<file path="config.mk">
export PLATFORM = sky130hd
export DESIGN_NAME = cpu_sequencer
export DESIGN_NICKNAME = d
export VERILOG_FILES = /design/src/rtl/cpu_sequencer_pkg.sv /design/src/rtl/cpu_sequencer_wait_timer.sv /design/src/rtl/cpu_sequencer.sv
export SDC_FILE = /design/constraint.sdc
export NUM_CORES = 1
export LEC_CHECK = 0
export CAP_MARGIN = 40
export CORE_ASPECT_RATIO = 0.7
export CORE_MARGIN = 5
export CORE_UTILIZATION = 40
export CTS_CLUSTER_DIAMETER = 50
export CTS_CLUSTER_SIZE = 40
export DETAILED_ROUTE_END_ITERATION = 6
export GPL_TIMING_DRIVEN = 0
export PLACE_DENSITY = 0.8
export SLEW_MARGIN = 0
export SYNTH_ARGS = -nofsm -noshare
export SYNTH_HDL_FRONTEND = slang
export SYNTH_SLANG_ARGS = --single-unit
</file>
<file path="constraint.sdc">
create_clock -name clk -period 2.3 [get_ports clk]
set_input_delay 0.46 -clock clk [delete_from_list [all_inputs] [get_ports clk]]
set_output_delay 0.46 -clock clk [all_outputs]
set_load 0.01 [all_outputs]
</file>
<file path="src/rtl/cpu_sequencer_pkg.sv">
// Shared types and defaults for the multi-cycle CPU sequencer.
// Holds the state encodings, reset PC and wait-timeout defaults.
package cpu_sequencer_pkg;

  typedef enum logic [2:0] {
    FETCH    = 3'd0,
    IWAIT    = 3'd1,
    DECODE   = 3'd2,
    MEM_REQ  = 3'd3,
    MEM_WAIT = 3'd4,
    WB       = 3'd5,
    HALT     = 3'd7
  } state_e;

  localparam logic [31:0] RESET_PC_DEF = 32'h8000_0000;
  localparam int          TIMEOUT_DEF  = 256;

  // States that wait on an external handshake and so run the timer.
  function automatic logic is_wait_state(input state_e s);
    return (s == FETCH) || (s == IWAIT) ||
           (s == MEM_REQ) || (s == MEM_WAIT);
  endfunction

endpackage

</file>
<file path="src/rtl/cpu_sequencer_wait_timer.sv">
// Clearable saturating wait counter with timeout compare.
// expired_o flags the last allowed cycle of a wait state.
module wait_timer
  import cpu_sequencer_pkg::*;
#(
  parameter int TIMEOUT = TIMEOUT_DEF
) (
  input  logic clk,
  input  logic rst,
  input  logic clr_i,
  input  logic en_i,
  output logic expired_o
);

  localparam int W = $clog2(TIMEOUT) + 1;
  localparam logic [W-1:0] LIMIT = W'(TIMEOUT - 1);

  logic [W-1:0] cnt_q;
  logic [W-1:0] cnt_d;

  // Clear wins over count; hold once the limit is reached.
  always_comb begin
    cnt_d = cnt_q;
    if (clr_i) begin
      cnt_d = '0;
    end else if (en_i && (cnt_q != LIMIT)) begin
      cnt_d = cnt_q + W'(1);
    end
  end

  // Counter register with synchronous reset.
  always_ff @(posedge clk) begin
    if (rst) begin
      cnt_q <= '0;
    end else begin
      cnt_q <= cnt_d;
    end
  end

  assign expired_o = en_i && (cnt_q == LIMIT);

endmodule

</file>
<file path="src/rtl/cpu_sequencer.sv">
// Multi-cycle fetch/decode/memory/writeback sequencer.
// Moore strobes decode from state; ir_we follows the imem response.
module cpu_sequencer
  import cpu_sequencer_pkg::*;
#(
  parameter logic [31:0] RESET_PC = RESET_PC_DEF,
  parameter int          TIMEOUT  = TIMEOUT_DEF
) (
  input  logic        clk,
  input  logic        rst,
  output logic        imem_req_valid,
  input  logic        imem_req_ready,
  input  logic        imem_rsp_valid,
  output logic        ir_we,
  input  logic        ebreak_flag,
  input  logic        is_load,
  input  logic        is_store,
  output logic        dmem_req_valid,
  output logic        dmem_req_we,
  input  logic        dmem_req_ready,
  input  logic        dmem_rsp_valid,
  input  logic [31:0] next_pc,
  output logic [31:0] pc,
  output logic        rf_we,
  output logic        halted,
  output logic        err,
  output logic [2:0]  state,
  output logic [63:0] instret
);

  state_e      state_q;
  state_e      state_d;
  logic [31:0] pc_q;
  logic [63:0] instret_q;
  logic        halted_q;
  logic        err_q;
  logic        store_q;
  logic        err_set;
  logic        expired;
  logic        tmr_clr;
  logic        tmr_en;

  assign tmr_clr = (state_d != state_q);
  assign tmr_en  = is_wait_state(state_q);

  wait_timer #(
    .TIMEOUT (TIMEOUT)
  ) u_wait_timer (
    .clk       (clk),
    .rst       (rst),
    .clr_i     (tmr_clr),
    .en_i      (tmr_en),
    .expired_o (expired)
  );

  // Next-state selection; handshakes win over a same-cycle timeout.
  always_comb begin
    state_d = state_q;
    err_set = 1'b0;
    unique case (state_q)
      FETCH: begin
        if (imem_req_ready) begin
          state_d = IWAIT;
        end else if (expired) begin
          state_d = HALT;
          err_set = 1'b1;
        end
      end
      IWAIT: begin
        if (imem_rsp_valid) begin
          state_d = DECODE;
        end else if (expired) begin
          state_d = HALT;
          err_set = 1'b1;
        end
      end
      DECODE: begin
        if (ebreak_flag) begin
          state_d = HALT;
        end else if (is_load && is_store) begin
          state_d = HALT;
          err_set = 1'b1;
        end else if (is_load || is_store) begin
          state_d = MEM_REQ;
        end else begin
          state_d = WB;
        end
      end
      MEM_REQ: begin
        if (dmem_req_ready) begin
          state_d = MEM_WAIT;
        end else if (expired) begin
          state_d = HALT;
          err_set = 1'b1;
        end
      end
      MEM_WAIT: begin
        if (dmem_rsp_valid) begin
          state_d = WB;
        end else if (expired) begin
          state_d = HALT;
          err_set = 1'b1;
        end
      end
      WB: begin
        state_d = FETCH;
      end
      HALT: begin
        state_d = HALT;
      end
      default: begin
        state_d = HALT;
        err_set = 1'b1;
      end
    endcase
  end

  // Architectural state: FSM, PC, retire count, sticky flags.
  always_ff @(posedge clk) begin
    if (rst) begin
      state_q   <= FETCH;
      pc_q      <= RESET_PC;
      instret_q <= '0;
      halted_q  <= 1'b0;
      err_q     <= 1'b0;
      store_q   <= 1'b0;
    end else begin
      state_q <= state_d;
      if (state_q == DECODE) begin
        store_q <= is_store;
      end
      if (state_q == WB) begin
        pc_q      <= next_pc;
        instret_q <= instret_q + 64'd1;
      end
      if (state_d == HALT) begin
        halted_q <= 1'b1;
      end
      if (err_set) begin
        err_q <= 1'b1;
      end
    end
  end

  assign imem_req_valid = !rst && (state_q == FETCH);
  assign ir_we          = !rst && (state_q == IWAIT) && imem_rsp_valid;
  assign dmem_req_valid = !rst && (state_q == MEM_REQ);
  assign dmem_req_we    = !rst && (state_q == MEM_REQ) && store_q;
  assign rf_we          = !rst && (state_q == WB) && !store_q;

  assign pc      = pc_q;
  assign instret = instret_q;
  assign halted  = halted_q;
  assign err     = err_q;
  assign state   = state_q;

endmodule

</file>
---- Word level (Yosys, flattened, before mapping) ----
Cells that the tools add are included.
word-level totals
  input bits .............................. 41
  logic and storage cells ................. 55
  output and inout port bits .............. 106
  flip-flop bits (word level) ............. 111
cells by class
  $add $sub $neg .......................... 2
  equality and inequality tests ........... 10
  reduce and logical (&&, ||, !) cells .... 19
  mux-type cells .......................... 17
operators by type and width
  cell                   number
  $add 64x1->64 const B  1
  $mux 3                 8
  $pmux 3 s6             1
  $eq 3x3->1 const B     4
  $logic_and 1x1->1      10
  $add 9x1->9 const B    1
  $eq 9x8->1 const B     1
  $ne 9x8->1 const B     1
  $mux 1                 7
  $eq 3x2->1 const B     2
  $pmux 1 s6             1
  $logic_or 1x1->1       4
  $reduce_or 2->1        2
  $eq 3x1->1 const B     1
  $logic_not 3->1        1
  $ne 3x3->1             1
  $logic_not 1->1        2

---- Logic depth before layout (Yosys ltp) ----
Gate-level depths: netlist (run 1).
  word-level depth ........................ 10
  mapped depth ............................ 10

---- Cells and area by module ----
A second synthesis (run 1) with hierarchy kept.
second synthesis, totals
  cell total of the unflattened synthesis .. 631
  area, all modules ....................... 5136.2 sq um
modules (own cells, without submodules)
  module         area an instance (sq um)  instances  cells an instance
  cpu_sequencer  4693.3                    1          581
  wait_timer     442.9                     1          50

---- Worst setup path after synthesis (run 1) ----
No wires, ideal clock.
  path kind ............................... register to output
  start ................................... reg state_q[0] (netlist: state[0])
  end ..................................... out rf_we
  data required time ...................... 1840 ps
  buffers on the path ..................... 4
  setup slack ............................. 33 ps
  arrival time ............................ 1807 ps
  cell stages (with the launch flop) ...... 7
  cell sequence ........................... dfxtp_1 > buf_2 > clkbuf_1 > clkbuf_1 > nand3_1 > clkbuf_1 > nor3_1
on the way
  word-level cells in the longest chain between the ends .. 3
ends and longest elaborated chain
  item                             line                  text
  start, declared                  cpu_sequencer.sv:31   state_e state_q;
  start signal, assigned           cpu_sequencer.sv:128  state_q <= state_d;
  $eq 3x3->1                       cpu_sequencer.sv:149  assign rf_we = !rst && (state_q == WB) && !store_q;
  $logic_and 1x1->1 (2 in series)  cpu_sequencer.sv:149
  end, declared                    cpu_sequencer.sv:24   output logic rf_we,
No other way between the ends.

---- Worst setup path after layout (run 1) ----
  start ................................... reg instret_q[14] (netlist: instret[14])
  end ..................................... reg instret_q[51] (netlist: instret[51])
on the way
  word-level cells in the longest chain between the ends .. 1
ends and longest elaborated chain
  item                    line                  text
  start, declared         cpu_sequencer.sv:34   logic [63:0] instret_q;
  start signal, assigned  cpu_sequencer.sv:134  instret_q <= instret_q + 64'd1;
  $add 64x1->64           cpu_sequencer.sv:134
No other way between the ends.
A chain may end at the register's enable or synchronous reset.

==> results of run 1 <==
==> synth_stat cells, drive strengths merged, types with 2 or more instances <==
master | instances | area, um^2
nor2 | 51 | 191
xnor2 | 30 | 263
or3b | 2 | 17.5
or3 | 15 | 93.8
nand2 | 104 | 390
mux2 | 3 | 33.8
nand4bb | 2 | 22.5
and2 | 5 | 31.3
clkbuf | 32 | 121
xor2 | 15 | 131
a31oi | 2 | 12.5
ha | 5 | 62.6
a21oi | 60 | 300
o21ai | 21 | 105
nor3b | 3 | 22.5
dfxtp | 111 | 2220
buf | 9 | 48.8
nor4b | 5 | 43.8
nor2b | 3 | 18.8
nand3 | 27 | 148
inv | 14 | 52.6
nand4 | 17 | 121
or4 | 10 | 75.1
nand2b | 2 | 12.5
nor4 | 21 | 131
o31ai | 10 | 75.1
and3 | 7 | 45.1
nor3 | 19 | 95.1
a211o | 3 | 26.3
and4 | 10 | 87.6
==> how the worst max path moves through the flow <==
stage             endpoint  slack, ns   startpoint
2_1_floorplan        rf_we       0.03     state[0]
3_3_place_gp         rf_we      -0.92     state[0]
3_5_place_dp         rf_we      -0.93     state[0]
4_1_cts        instret[63]      0.001  instret[21]
5_1_grt        instret[51]      -0.03  instret[21]
6_report       instret[51]       0.11  instret[14]
==> cells in the final DEF, fill, tap and decap left out, types with 16 or more instances in the layout <==
cell / instances
nand2_1: 104
nand3_1: 25
nor4_1: 20
xnor2_1: 30
nor3_1: 19
a21oi_1: 60
clkdlybuf4s50_1: 140
o21ai_0: 20
nor2_1: 51
clkbuf_1: 21
nand4_1: 16
dfxtp_1: 104
==> power groups by stage <==
stage          clock network, W  registers [W]  logic (W)
2_1_floorplan                 0        0.00200   0.000162
3_3_place_gp                  0        0.00199   0.000317
3_5_place_dp                  0        0.00199   0.000319
4_1_cts                 0.00165        0.00195   0.000333
5_1_grt                 0.00171        0.00195   0.000377
6_report                0.00162        0.00195   0.000349
==> per-stage QoR <==
stage | setup WS, ns | power (W)
2_1_floorplan | 0.0325 | 0.00216
6_report | 0.108 | 0.00392
3_5_place_dp | -0.925 | 0.00231
5_1_grt | -0.0260 | 0.00404
4_1_cts | 0.00119 | 0.00393
3_3_place_gp | -0.924 | 0.00231
==> final cells by class <==
cell class                 instances  area [um^2]  area share [%]
multi-input combinational        467         2790            38.5
sequential                       111         2230            30.7
timing repair buffer             148         1470            20.2
clock buffer                       9          225            3.10
buffer                            40          206            2.84
tap                              162          203            2.79
clock inverter                     7         78.8            1.09
inverter                          15         56.3           0.775
==> state kept, by name (all words and copies together), names as in the netlist <==
signal,cells
instret,64
pc,32
u_wait_timer.cnt_q,9
state,3
err,1
halted,1
store_q,1
==> timing repair <==
action / in CTS / in global routing
resized for setup: 22 / 31
endpoints found under the setup margin: 32 / 37
buffers inserted: 1 / 2
pin swaps: 0 / 4
==> worst reg2reg max path: cells and delay by family, from the launching register on <==
family                 cells  cell delay, ns
and+or+nand+nor            4            1.15
AOI/OAI and AO/OA          1            0.15
buffers and inverters      2            0.45
DFF                        1            0.38
==> logic make-up (layout without fill, tap and decap cells) <==
family                   after synthesis  in the layout
flip-flops                           111            111
XOR/XNOR                              45             45
multiplexers                           4              4
AND/OR/NAND/NOR                      306            306
AO/OA/AOI/OAI                        107            107
adder cells (fa/ha/maj)                5              5
buffers and inverters                 56            219
==> metal layers <==
metal / GRT usage [%] / vias to the layer above / routed length, um
met3: 8.91 / 19 / 1730
met5: 0 / - / 0
met1: 24.8 / 2425 / 6920
met4: 4.73 / 0 / 202
met2: 28.5 / 197 / 6430
li1: - / 2553 / -
==> metrics.cfg, run 1 <==
[global_routing]
antenna_found_initial=0
first_global_vias=4807
grt_max_degree=20
grt_usage_pct=19.0
grt_first_pass_wirelength_mm=24.2
grt_overflow=0

[logic_synthesis]
synth-simple-area-share_pct=30.6
synth-edff-count=0
seq_area_frac_synth_pct=43.1
synth_fp_nets=680
synth_adder_area_share_pct=1.21
synth-compound-area-share_pct=12.2
synthXorXnorAreaFrac_pct=7.64
synth_seq_cells=111
ys_warn_count=0
synth_cell_types=52
synthMuxAreaShare_pct=0.849
syn_avg_cell_area_um2=8.14
synth.cell_area_um2=5160
synth_cells=634
synth-async-reset-ratio_pct=0
synth_top_family_by_area=simple AND/OR/NAND/NOR gates
synthFlopType=dfxtp_1

[floorplanning]
die_h_um=105
start_util_pct=41.3
fp-row-count=34
core-area_um2=12500
die_w_um=146
dieArea_um2=15300
ioPinCount=147

[placement]
placement.cell_area_um2=6810
dp.cells=941
place_hpwl_mm=11.1
gp_congestion=0.872
io_buffers=145

[timing]
tns_ns=0
slew_headroom_pct=58.3
fmax_mhz=456
hold_viol=0
drv_slew=0
fin_crit_ns=2.19
clock_skew_ns=0.00997
finalSetupViolCount=0
min_period_over_period_pct=95.3
whs_ns=0.454
worstMarginPinSlew_ns=0.625

[worst_hold_path]
min_path_cells=2
min_path_type=reg2reg
hp-start=pc[8]
min_delay_worst_endpoint=pc[8]

[setup_path]
path_delay_family=simple AND/OR/NAND/NOR gates
path_class=reg2reg
worst-path-buf-inv=2
crit_fanout=10
worstSetupEndpointType=flop
reg2reg_from=instret[14]
r2r_setup_slack_ns=0.11
arrival_ns=2.48
cp.required_ns=2.59
cp.depth=7
critPathLaunchType=flop
worst_r2r_path_depth=7
critical_path.slowest_cell=dfxtp_1
cpMostUsedCell=buf_4
reg2reg_to=instret[51]
cp_cell_sequence=and4_2, nand4_1, buf_4, nand4bb_4, buf_4, or3_1, a21oi_1
slowest_delay_ns=0.38

[clock_tree]
worstSkewPairLatency_ns=0.36
cts.sinks=111
tritoncts=built
postCtsHoldBufs=0
cts_max_level=3
clkTransAtPathRegs_ns=0.08
cts_buffers=9
root_buffer=clkbuf_16
cts_max_path_buffers=2

[detailed_routing]
drc=0
finalWirelength_mm=15.3
drt-initial-drc-count=333
wl_per_cell_um=15.9
first_pass_iters=5
post_drt_via_cell_ratio=5.42
num_vias=5194
drt.antenna.violating_nets=0

[final_layout]
stdcell_count=959
utilization_pct=58.1
final_cell_area_um2=7260
nFillCells=1126
area_growth_syn_to_layout_pct=40.7
layout.nets=838
layout-drive-gt1-share_pct=8.03
insertedDiodeCount=0

[pwr]
switchingPower_w=0.000954
p_leak_nw=2.45
p_seq_share_pct=49.8
p_clk_share_pct=41.3
internal_power_w=0.00296
peakVddDrop_mv=0.361
power.density_nw_per_um2=540
sw_frac_of_total_pct=24.4
combPwrFrac_pct=8.9

[run_status]
status=finished, final reports clean

[job]
maxCapViolations=0

Note: power is estimated with default switching activity, not from simulation.
==> run 2: changes to the inputs <==
--- a/config.mk
+++ b/config.mk
@@ -14,7 +14,6 @@
 export DETAILED_ROUTE_END_ITERATION = 6
 export GPL_TIMING_DRIVEN = 0
 export PLACE_DENSITY = 0.8
-export SLEW_MARGIN = 0
 export SYNTH_ARGS = -nofsm -noshare
 export SYNTH_HDL_FRONTEND = slang
 export SYNTH_SLANG_ARGS = --single-unit
==> results of run 2 <==
Final layout, timing and power as in run 1 (identical DEF).
